===== config.mk =====
export PLATFORM = sky130hd
export DESIGN_NAME = vc_xmem_arb
export DESIGN_NICKNAME = d
export VERILOG_FILES = /design/src/rtl/vc_xmem_pkg.sv /design/src/rtl/vc_xmem_rr2.sv /design/src/rtl/vc_xmem_arb.sv
export SDC_FILE = /design/constraint.sdc
export NUM_CORES = 1
export LEC_CHECK = 0
export CAP_MARGIN = 20
export CORE_ASPECT_RATIO = 1.75
export CORE_MARGIN = 3
export CORE_UTILIZATION = 40
export DETAILED_ROUTE_END_ITERATION = 8
export GPL_ROUTABILITY_DRIVEN = 0
export GPL_TIMING_DRIVEN = 0
export PLACE_DENSITY = 0.7
export SKIP_LAST_GASP = 1
export SLEW_MARGIN = 30
export SYNTH_ARGS = -nofsm -noshare
export SYNTH_HDL_FRONTEND = slang
export SYNTH_SLANG_ARGS = --single-unit

===== constraint.sdc =====
create_clock -name clk -period 2.8 [get_ports clk]
set_input_delay 0.28 -clock clk [delete_from_list [all_inputs] [get_ports clk]]
set_output_delay 0.28 -clock clk [all_outputs]
set_load 0.01 [all_outputs]

===== src/rtl/vc_xmem_pkg.sv =====
// Shared types and codes for the vc external memory arbiter.
package vc_xmem_pkg;

    typedef enum logic [2:0] {
        IDLE,
        A2,
        A1,
        A0,
        TA,
        D0,
        D1,
        ACK
    } xmem_state_t;

    localparam logic [1:0] ALE_NONE = 2'd0;
    localparam logic [1:0] ALE_B0   = 2'd1;
    localparam logic [1:0] ALE_B1   = 2'd2;
    localparam logic [1:0] ALE_B2   = 2'd3;

    localparam logic GNT_I = 1'b0;
    localparam logic GNT_D = 1'b1;

endpackage


===== src/rtl/vc_xmem_rr2.sv =====
// Two-way round-robin arbiter; req[0] = I, req[1] = D.
module vc_xmem_rr2
    import vc_xmem_pkg::*;
(
    input  logic [1:0] i_req,
    input  logic       i_last,
    output logic [1:0] o_gnt
);

    always_comb begin
        o_gnt = 2'b00;
        unique case (i_req)
            2'b01:   o_gnt = 2'b01;
            2'b10:   o_gnt = 2'b10;
            2'b11:   o_gnt = (i_last == GNT_I) ? 2'b10 : 2'b01;
            default: o_gnt = 2'b00;
        endcase
    end

endmodule


===== src/rtl/vc_xmem_arb.sv =====
// Byte-serial external memory sequencer shared by fetch (I) and load/store (D).
module vc_xmem_arb
    import vc_xmem_pkg::*;
#(
    parameter int PA   = 24,
    parameter int WAIT = 0
) (
    input  logic          clk,
    input  logic          rst_n,
    input  logic          i_req,
    input  logic [PA-1:0] i_addr,
    output logic          i_ack,
    output logic [15:0]   i_rdata,
    input  logic          d_req,
    input  logic          d_we,
    input  logic [1:0]    d_be,
    input  logic [PA-1:0] d_addr,
    input  logic [15:0]   d_wdata,
    output logic          d_ack,
    output logic [15:0]   d_rdata,
    input  logic [7:0]    bus_in,
    output logic [7:0]    bus_out,
    output logic [7:0]    bus_oe,
    output logic [1:0]    bus_ale,
    output logic          bus_rd_n,
    output logic          bus_wr_n,
    output logic          busy
);

    localparam logic [3:0] LW = 4'(WAIT);

    xmem_state_t   r_state, w_nxt;
    logic [3:0]    r_wcnt;
    logic          r_gid, r_last, r_we;
    logic [1:0]    r_be;
    logic [PA-1:0] r_addr;
    logic [15:0]   r_wdata;
    logic [7:0]    r_lo;

    logic [7:0]    r_bus_out;
    logic          r_oe, r_rd_n, r_wr_n, r_busy;
    logic [1:0]    r_ale;
    logic          r_i_ack, r_d_ack;
    logic [15:0]   r_i_rdata, r_d_rdata;

    logic [1:0]    w_gnt;
    logic          w_idle, w_gid, w_we, w_done;
    logic [1:0]    w_be;
    logic [PA-1:0] w_addr;
    logic [15:0]   w_wdata;
    logic [23:0]   w_a24;

    logic          w_oe, w_rd_n, w_wr_n;
    logic [7:0]    w_out;
    logic [1:0]    w_ale;

    vc_xmem_rr2 u_rr (
        .i_req  ({d_req, i_req}),
        .i_last (r_last),
        .o_gnt  (w_gnt)
    );

    // In IDLE the request inputs are used directly so the first
    // address byte can be registered on the grant edge.
    assign w_idle  = (r_state == IDLE);
    assign w_gid   = w_idle ? (w_gnt[1] ? GNT_D : GNT_I) : r_gid;
    assign w_we    = w_idle ? (w_gnt[1] & d_we) : r_we;
    assign w_be    = w_idle ? d_be : r_be;
    assign w_wdata = w_idle ? d_wdata : r_wdata;
    assign w_addr  = w_idle ? (w_gnt[1] ? d_addr : i_addr) : r_addr;
    assign w_a24   = 24'(w_addr) & ~24'd1;
    assign w_done  = (r_wcnt == LW);

    always_comb begin
        w_nxt = r_state;
        case (r_state)
            IDLE: if (|w_gnt) w_nxt = (PA == 16) ? A1 : A2;
            A2:   w_nxt = A1;
            A1:   w_nxt = A0;
            A0: begin
                if (!w_we)         w_nxt = TA;
                else if (w_be[0])  w_nxt = D0;
                else if (w_be[1])  w_nxt = D1;
                else               w_nxt = ACK;
            end
            TA:   w_nxt = D0;
            D0: if (w_done) w_nxt = (!w_we || w_be[1]) ? D1 : ACK;
            D1: if (w_done) w_nxt = ACK;
            ACK:  w_nxt = IDLE;
            default: w_nxt = IDLE;
        endcase
    end

    always_comb begin
        w_oe   = 1'b0;
        w_out  = 8'h00;
        w_ale  = ALE_NONE;
        w_rd_n = 1'b1;
        w_wr_n = 1'b1;
        case (w_nxt)
            A2: begin
                w_oe  = 1'b1;
                w_out = w_a24[23:16];
                w_ale = ALE_B2;
            end
            A1: begin
                w_oe  = 1'b1;
                w_out = w_a24[15:8];
                w_ale = ALE_B1;
            end
            A0: begin
                w_oe  = 1'b1;
                w_out = w_a24[7:0];
                w_ale = ALE_B0;
            end
            D0: begin
                if (w_we) begin
                    w_oe   = 1'b1;
                    w_out  = w_wdata[7:0];
                    w_wr_n = 1'b0;
                end else begin
                    w_rd_n = 1'b0;
                end
            end
            D1: begin
                if (w_we) begin
                    w_oe   = 1'b1;
                    w_out  = w_wdata[15:8];
                    w_wr_n = 1'b0;
                end else begin
                    w_rd_n = 1'b0;
                end
            end
            default: ;
        endcase
    end

    always_ff @(posedge clk or negedge rst_n) begin
        if (!rst_n) begin
            r_state   <= IDLE;
            r_wcnt    <= '0;
            r_gid     <= GNT_I;
            r_last    <= GNT_I;
            r_we      <= 1'b0;
            r_be      <= '0;
            r_addr    <= '0;
            r_wdata   <= '0;
            r_lo      <= '0;
            r_bus_out <= '0;
            r_oe      <= 1'b0;
            r_ale     <= ALE_NONE;
            r_rd_n    <= 1'b1;
            r_wr_n    <= 1'b1;
            r_busy    <= 1'b0;
            r_i_ack   <= 1'b0;
            r_d_ack   <= 1'b0;
            r_i_rdata <= '0;
            r_d_rdata <= '0;
        end else begin
            r_state <= w_nxt;
            r_wcnt  <= (w_nxt != r_state) ? 4'd0 : r_wcnt + 4'd1;
            if (w_idle && (|w_gnt)) begin
                r_gid   <= w_gid;
                r_last  <= w_gid;
                r_we    <= w_we;
                r_be    <= w_be;
                r_addr  <= w_addr;
                r_wdata <= w_wdata;
            end
            if (r_state == D0 && w_done && !r_we)
                r_lo <= bus_in;
            if (r_state == D1 && w_done && !r_we) begin
                if (r_gid == GNT_D) r_d_rdata <= {bus_in, r_lo};
                else                r_i_rdata <= {bus_in, r_lo};
            end
            r_bus_out <= w_out;
            r_oe      <= w_oe;
            r_ale     <= w_ale;
            r_rd_n    <= w_rd_n;
            r_wr_n    <= w_wr_n;
            r_busy    <= (w_nxt != IDLE);
            r_i_ack   <= (w_nxt == ACK) && (w_gid == GNT_I);
            r_d_ack   <= (w_nxt == ACK) && (w_gid == GNT_D);
        end
    end

    assign bus_out  = r_bus_out;
    assign bus_oe   = {8{r_oe}};
    assign bus_ale  = r_ale;
    assign bus_rd_n = r_rd_n;
    assign bus_wr_n = r_wr_n;
    assign busy     = r_busy;
    assign i_ack    = r_i_ack;
    assign d_ack    = r_d_ack;
    assign i_rdata  = r_i_rdata;
    assign d_rdata  = r_d_rdata;

endmodule


==> results of run 1 <==
==> synth_stat cells (all sizes together), types with 5 or more instances <==
library cell,count
mux2,58
nand2,25
dfrtp,96
or4,7
buf,17
a21oi,10
clkbuf,10
mux2i,31
nor2,29
inv,5
nor2b,5
nand3,5
o311ai,7
o21ai,18
a22o,8
==> worst max-delay path, stage by stage, from the launching register on <==
cell	delay, ns
dfrtp_1	0.41
inv_1	0.07
ha_1	0.14
or3b_1	0.39
nor3_1	0.26
nand2_1	0.11
nor2_2	0.36
buf_2	0.35
mux2_1	0.37
==> through the flow <==
step / power, W / worst slack [ns] / instance area [um^2] / std cells
global route: 0.00706 / 0.0369 / 6200 / 640
global placement: 0.00536 / -2.03 / 5870 / 622
floorplan: 0.00412 / 0.598 / 4390 / 361
finish: 0.00662 / 0.214 / 6200 / 640
detailed placement: 0.00548 / 0.136 / 5890 / 623
CTS: 0.00670 / 0.106 / 6190 / 640
==> repair_timing <==
action,in CTS,in global routing
resized for setup,0,2
endpoints found under the hold margin,53,0
hold buffers,1,0
setup endpoints to repair,0,6
==> power by group through the flow <==
| stage | Sequential (W) | Clock [W] | Combinational (W) |
|---|---|---|---|
| floorplan | 0.00255 | 0 | 0.00156 |
| global placement | 0.00246 | 0 | 0.00290 |
| detailed placement | 0.00250 | 0 | 0.00298 |
| CTS | 0.00247 | 0.00124 | 0.00299 |
| global route | 0.00256 | 0.00129 | 0.00322 |
| finish | 0.00246 | 0.00121 | 0.00295 |
==> metal layers <==
metal  global-route usage [%]  vias to the layer above
li1                         -                     1568
met1                     18.8                     1561
met2                     32.8                      112
met3                     3.99                       12
met4                     7.76                        0
met5                        0                        -
==> final timing paths <==
kind | start | endpoint | slack, ns | depth (start not counted)
max reg2reg | r_wcnt[0] | i_rdata[12] | 0.21 | 8
max in group asynchronous | rst_n | bus_wr_n | 1.68 | 3
min | rst_n | r_wdata[2] | 0.46 | 2
min in group clk | r_addr[7] | r_addr[7] | 0.49 | 2
min reg2reg | r_addr[7] | r_addr[7] | 0.49 | 2
max | r_wcnt[0] | i_rdata[12] | 0.21 | 8
==> state kept, by name (all words and copies together), names as in the netlist, 2 cells and up <==
name     cells
bus_out      8
r_wcnt       4
bus_ale      2
r_state      3
r_be         2
d_rdata     16
r_wdata     16
r_addr      15
r_lo         8
i_rdata     16
==> logic make-up after synthesis <==
family                     after synthesis  synth area share (%)
adders and majority gates                2                 0.570
muxes                                   89                  21.9
and+or+nand+nor                         86                  9.63
buffers and inverters                   32                  3.70
AOI/OAI and AO/OA                       51                  7.69
xor gates and xnor gates                 3                 0.598
DFF                                     98                  55.9
==> cell type report <==
type | count | area, um^2
fillers | 883 | 4500
multi-input cells | 231 | 1780
flip-flops and latches | 98 | 2450
clock buffers | 9 | 225
plain buffers | 27 | 145
well taps | 130 | 163
inverters | 5 | 18.8
repair buffers | 133 | 1340
clock inverters | 7 | 71.3
==> metrics.md, run 1 <==
| Metric | Value |
|---|---|
| Cell taking the most area after synthesis | dfrtp_1 |
| VDD IR-drop max | around 560 uV |
| FP Rows | 50 |
| Setup Total Neg Slack | 0 ns |
| 1st-pass router iterations | 4 |
| CTS H-tree depth | 3 |
| Number of max-cap violations | 0 |
| Post-synth EDFFs | 0 |
| RSZ-0062 raised after global routing | false |
| IO buf count | around 130 |
| Status | complete, no violations |
| Final Util | around 58% |
| Share of cells above drive strength 1 | between 10% and 20% |
| Max Fclk | ~390 MHz |
| Mapped Cells | ~360 |
| First-pass GRT wire length | between 15,000 and 20,000 um |
| CTS Buf Count | 9 |
| Yosys top cell area share | about 55% |
| Crit path DAT | around 2.8 ns |
| Synth Net Count | 442 |
| Critical path launch point type | flip-flop |
| WS Path Type | flip-flop to flip-flop |
| Via Count | about 3,300 |
| Final net count | ~590 |
| Vias in the first global route | roughly 3,500 |
| Setup Viol. Count Final | 0 |
| Core area | ~11,000 um^2 |
| Later-pin clock latency in the skew report | approximately 0.35 ns |
| Hold WS | 0.460 ns |
| Worst rel slew slack | 56.5% |
| DR iter-0 viols | approximately 100 |
| Post-DP HPWL | between 8000 and 9000 um |
| Top post-synthesis cells by area | dfrtp_1 (55%), mux2_2 (9.7%), mux2i_1 (7.1%), mux2_1 (5.1%), nor2_1 (2.3%) |
| Switching share of total power | between 30% and 40% |
| CP Max Fanout | 10 |
| Routed WL | between 10,000 and 15,000 um |
| Final Skew | approximately 0.010 ns |
| Routed Antenna Nets | 0 |
| Clk sink count | ~100 |
| Share of power burned in registers | between 30% and 40% |
| Yosys warns | 0 |
| Die Wd | ~85 um |
| DR WL/cell | 16.6 um |
| DRC viols | 0 |
| Final hold vios | 0 |
| Prevailing post-synth register cell | dfrtp_1 |
| Pwr/cell area | ~1100 nW/um^2 |
| GRT overflow | 0 |
| Critical Path Sink Type | flip-flop |
| Largest net degree at the start of global routing | 55 |
| Yosys reg bits | between 90 and 100 |
| CTS Root Cell | clkbuf_16 |
| Clock power share | about 18% |
| Initial antenna violation count | 0 |
| Least-Margin Pin Slew | 0.648 ns |
| Met3 WL post-DR | 553 um |
| Routed vias/inst | a little over 5 |
| P_sw | 0.00228 W |
| Initial Util | approximately two fifths |
| Number of I/O pins | 134 |
| Logic pwr share | 44.6% |
| DR WL met2 | 5750 um |
| Fraction of the yosys area taken by sequential cells | 55.9% |
| Clk buf depth | 2 |
| Leakage | 2.62 nW |
| Commonest non-fill, non-tap cell in the layout | clkdlybuf4s50_1 |
| Crit path time final | 2.59 ns |
| CTS tree | built |
| Max-slew violation count | 0 |
| Top layer in use | met4 |
| DRT met1 WL | ~4100 um |
| Diode count | 0 |
| GR Util All Layers | 17.7% |
| Avg Cell Area, Syn | 12.2 um^2 |
| Die height | approximately 140 um |
| Count of cell types in the netlist | 43 |
| Commonest non-fill, non-tap cells in the layout | clkdlybuf4s50_1 (130), dfrtp_1 (96), mux2_2 (38) |
| Final period util | around 92% |
| Die area | between 10,000 and 15,000 um^2 |
| Internal power | approximately 0.0043 W |
| CP Data Required Time | between 3 and 4 ns |
| Clk slew on worst S/H paths | roughly 0.070 ns |
| Min-delay worst type | input port to asynchronous set/reset pin |
| Share of synthesized registers carrying an async set or reset | 100% |
| Post-CTS Setup Repair Bufs | 0 |
| Synthesized area | between 4000 and 5000 um^2 |
| Synth-to-layout area growth | 41.0% |
(Power assumes the default switching activity.)
==> run 2, diff against run 1 <==
--- a/config.mk
+++ b/config.mk
@@ -5,6 +5,7 @@
 export SDC_FILE = /design/constraint.sdc
 export NUM_CORES = 1
 export LEC_CHECK = 0
+export ABC_AREA = 1
 export CAP_MARGIN = 20
 export CORE_ASPECT_RATIO = 1.75
 export CORE_MARGIN = 3
@@ -12,7 +13,7 @@
 export DETAILED_ROUTE_END_ITERATION = 8
 export GPL_ROUTABILITY_DRIVEN = 0
 export GPL_TIMING_DRIVEN = 0
-export PLACE_DENSITY = 0.7
+export PLACE_DENSITY = 0.69
 export SKIP_LAST_GASP = 1
 export SLEW_MARGIN = 30
 export SYNTH_ARGS = -nofsm -noshare
==> run 2 against run 1 <==
  * Largest power group unchanged
  * First-iteration DRC count increased to 2.6 times the previous value
  * Sequential share of layout area is 2.6 points lower
  * Non-clock buffer count increased by 12
  * Routed wire length rose by 35%
==> metrics.md, run 2 <==
| Metric | Value |
|---|---|
| Setup Total Neg Slack | 0 ns |
| Final Util | between 50% and 60% |
| Diode count | 0 |
| Min-delay worst type | input port to asynchronous set/reset pin |
| Initial Util | between 40% and 50% |
| Synth Net Count | ~660 |
| WS Path Type | input port to flip-flop |
| Least-Margin Pin Slew | approximately 0.54 ns |
| Commonest non-fill, non-tap cell in the layout | nand2_1 |
| DRC viols | 0 |
| Count leader, synth | nand2_1 |
| Die area | around 13,000 um^2 |
| Die Wd | roughly 89 um |
| Crit path time final | about 2.2 ns |
| Worst path slowest cell | clkdlybuf4s50_1 |
| Mapped Cells | 578 |
| Final worst slack | between 0.6 and 0.7 ns |
| Routed WL | approximately 14,000 um |
| Crit path DAT | 2.37 ns |
| Clk slew on worst S/H paths | around 0.060 ns |
| CP Max Fanout | 10 |
| Worst slack, placed | between 0.3 and 0.4 ns |
| Leakage | around 3.2 nW |
| Synth-to-layout area growth | 37.5% |
| Later-pin clock latency in the skew report | between 0.3 and 0.4 ns |
| Final period util | between 70% and 80% |
| Routed Antenna Nets | 0 |
| FF-to-FF path depth | 10 |
| Register-to-register setup slack | 0.67 ns |
| Most instantiated cells after synthesis | nand2_1 (131), dfrtp_1 (96), o21ai_0 (93), nor2_1 (72), inv_1 (40) |
| Placed Cells incl. Taps | 845 |
| Prevailing post-synth register cell | dfrtp_1 |
| VDD IR-drop max | a little over 600 uV |
| Status | complete, no violations |
| Max-slew violation count | 0 |
| CTS tree | built |
| Fill cells | roughly 1,100 |
| Most used cell, CP | nand2_1 |
| Critical path cell sequence | clkdlybuf4s50_1 > nand2_1 > nand2_1 > inv_1 > clkbuf_1 > nor2_1 > nor2_1 > o21ai_0 > nand2_1 > a21oi_1 > nand3_1 |
| Share of cells above drive strength 1 | a little under a tenth |
| Post-synth EDFFs | 0 |
| Yosys warns | 0 |
| Share of synthesized registers carrying an async set or reset | 100% |
| GR Util All Layers | between 20% and 30% |
| Count of cell types in the netlist | 36 |
| Final Skew | 0.00485 ns |
| Number of max-cap violations | 0 |
| First-pass GRT wire length | roughly 23,000 um |
| DR WL/cell | 16.6 um |
| Via Count | roughly 4,500 |
| CTS H-tree depth | 3 |
| CP endpoint | bus_out[4] |
| Fraction of the yosys area taken by sequential cells | 50.9% |
| Cell taking the most area after synthesis | dfrtp_1 |
| Post-route insts no fill | around 860 |
| Worst rel slew slack | between 60% and 70% |
| Largest net degree at the start of global routing | slightly above 50 |
| Routed vias/inst | between 5 and 6 |
| 1st-pass router iterations | 5 |
| Worst reg2reg endpoint | bus_out[4] |
| CP Data Required Time | about 3.0 ns |
| Critical Path Start | i_req |
| IO buf count | 131 |
| Critical path launch point type | input port |
| Hold WS | approximately 0.44 ns |
| Setup Viol. Count Final | 0 |
| Max Fclk | approximately 460 MHz |
| Clk buf depth | 2 |
| Final net count | ~800 |
| CTS Buf Count | 9 |
| Number of I/O pins | 134 |
| Post-DP HPWL | ~11,000 um |
| Worst r2r src | r_last |
| Critical Path Sink Type | flip-flop |
| Commonest non-fill, non-tap cells in the layout | nand2_1 (131), clkdlybuf4s50_1 (130), dfrtp_1 (96) |
| CP max stage delay | 0.51 ns |
| Sequential cell area | around 2500 um^2 |
| Initial antenna violation count | 0 |
| Top post-synthesis cells by area | dfrtp_1 (50%), nand2_1 (10%), o21ai_0 (9.6%), nor2_1 (5.6%), mux2i_1 (3.3%) |
| Final hold vios | 0 |
| Synthesized area | about 4800 um^2 |
| Clk sink count | 98 |
| Post-CTS Setup Repair Bufs | 0 |
| Area of the multi-input gates | roughly 2000 um^2 |
| CTS Root Cell | clkbuf_16 |
| DR iter-0 viols | ~250 |
| FP Rows | 52 |
| GRT overflow | 0 |
| Pwr/cell area | 1090 nW/um^2 |
| Avg Cell Area, Syn | 8.35 um^2 |
| RSZ-0062 raised after global routing | false |
| Yosys reg bits | a little under 100 |
| Yosys top cell area share | 49.8% |
| Vias in the first global route | 4,722 |
| Die height | ~150 um |
| Core area | 11,700 um^2 |
## run 2: timing repair
item,in CTS,in global routing
endpoints found under the hold margin,48,0
hold buffers,1,0
resized for setup,0,0
## run 2: critical path, delay by kind of cell
family	cells	cell delay, ns
buffers and inverters	3	0.88
AO/OA/AOI/OAI	2	0.42
AND/OR/NAND/NOR	6	0.80
## run 2: cells by family (layout without fill, tap and decap cells)
| logic type | Yosys count | after routing | share of synthesized area (%) |
|---|---|---|---|
| AO/OA/AOI/OAI | 117 | 117 | 13.3 |
| XOR/XNOR | 2 | 2 | 0.363 |
| adder cells (fa/ha/maj) | 2 | 2 | 0.519 |
| buffers and inverters | 84 | 233 | 8.07 |
| flip-flops | 98 | 98 | 50.9 |
| multiplexers | 16 | 16 | 3.32 |
| AND/OR/NAND/NOR | 259 | 259 | 23.6 |
## run 2: report_power, final
group	internal [W]	switching, W
Clock	0.000694	0.000523
Sequential	0.00200	0.000327
Combinational	0.00157	0.00212
## run 2: stage by stage
stage	area, um^2	total power (W)
after global routing	6630	0.00777
after CTS	6630	0.00727
final	6630	0.00722
after floorplan	4820	0.00451
after detailed placement	6330	0.00602
after global placement	6300	0.00592
## run 2: layout make-up
type	instances	share of cell area [%]
well taps	135	2.55
flip-flops and latches	98	37.0
clock inverters	4	0.792
inverters	45	2.58
clock buffers	12	3.57
repair buffers	133	20.4
plain buffers	39	3.28
multi-input cells	396	29.9
## run 2: worst min path at each step
stage                     slack [ns]          to  startpoint  cells past startpoint
after floorplan                -0.02  bus_ale[0]       rst_n                      0
after global placement          0.46   r_addr[8]   r_addr[8]                      2
after detailed placement        0.25  r_addr[10]       rst_n                      1
after CTS                       0.46  r_addr[10]       rst_n                      2
after global routing            0.50  r_addr[10]       rst_n                      2
final                           0.44  r_addr[10]       rst_n                      2
## run 2: metal layers
layer / track usage, % / vias up / wire length (um) / share of wire [%]
li1: - / 2162 / - / -
met1: 23.6 / 2100 / 5240 / 37
met2: 39.4 / 177 / 7460 / 52
met3: 5.66 / 38 / 943 / 6.6
met4: 11.5 / 0 / 674 / 4.7
met5: 0 / - / 0 / 0
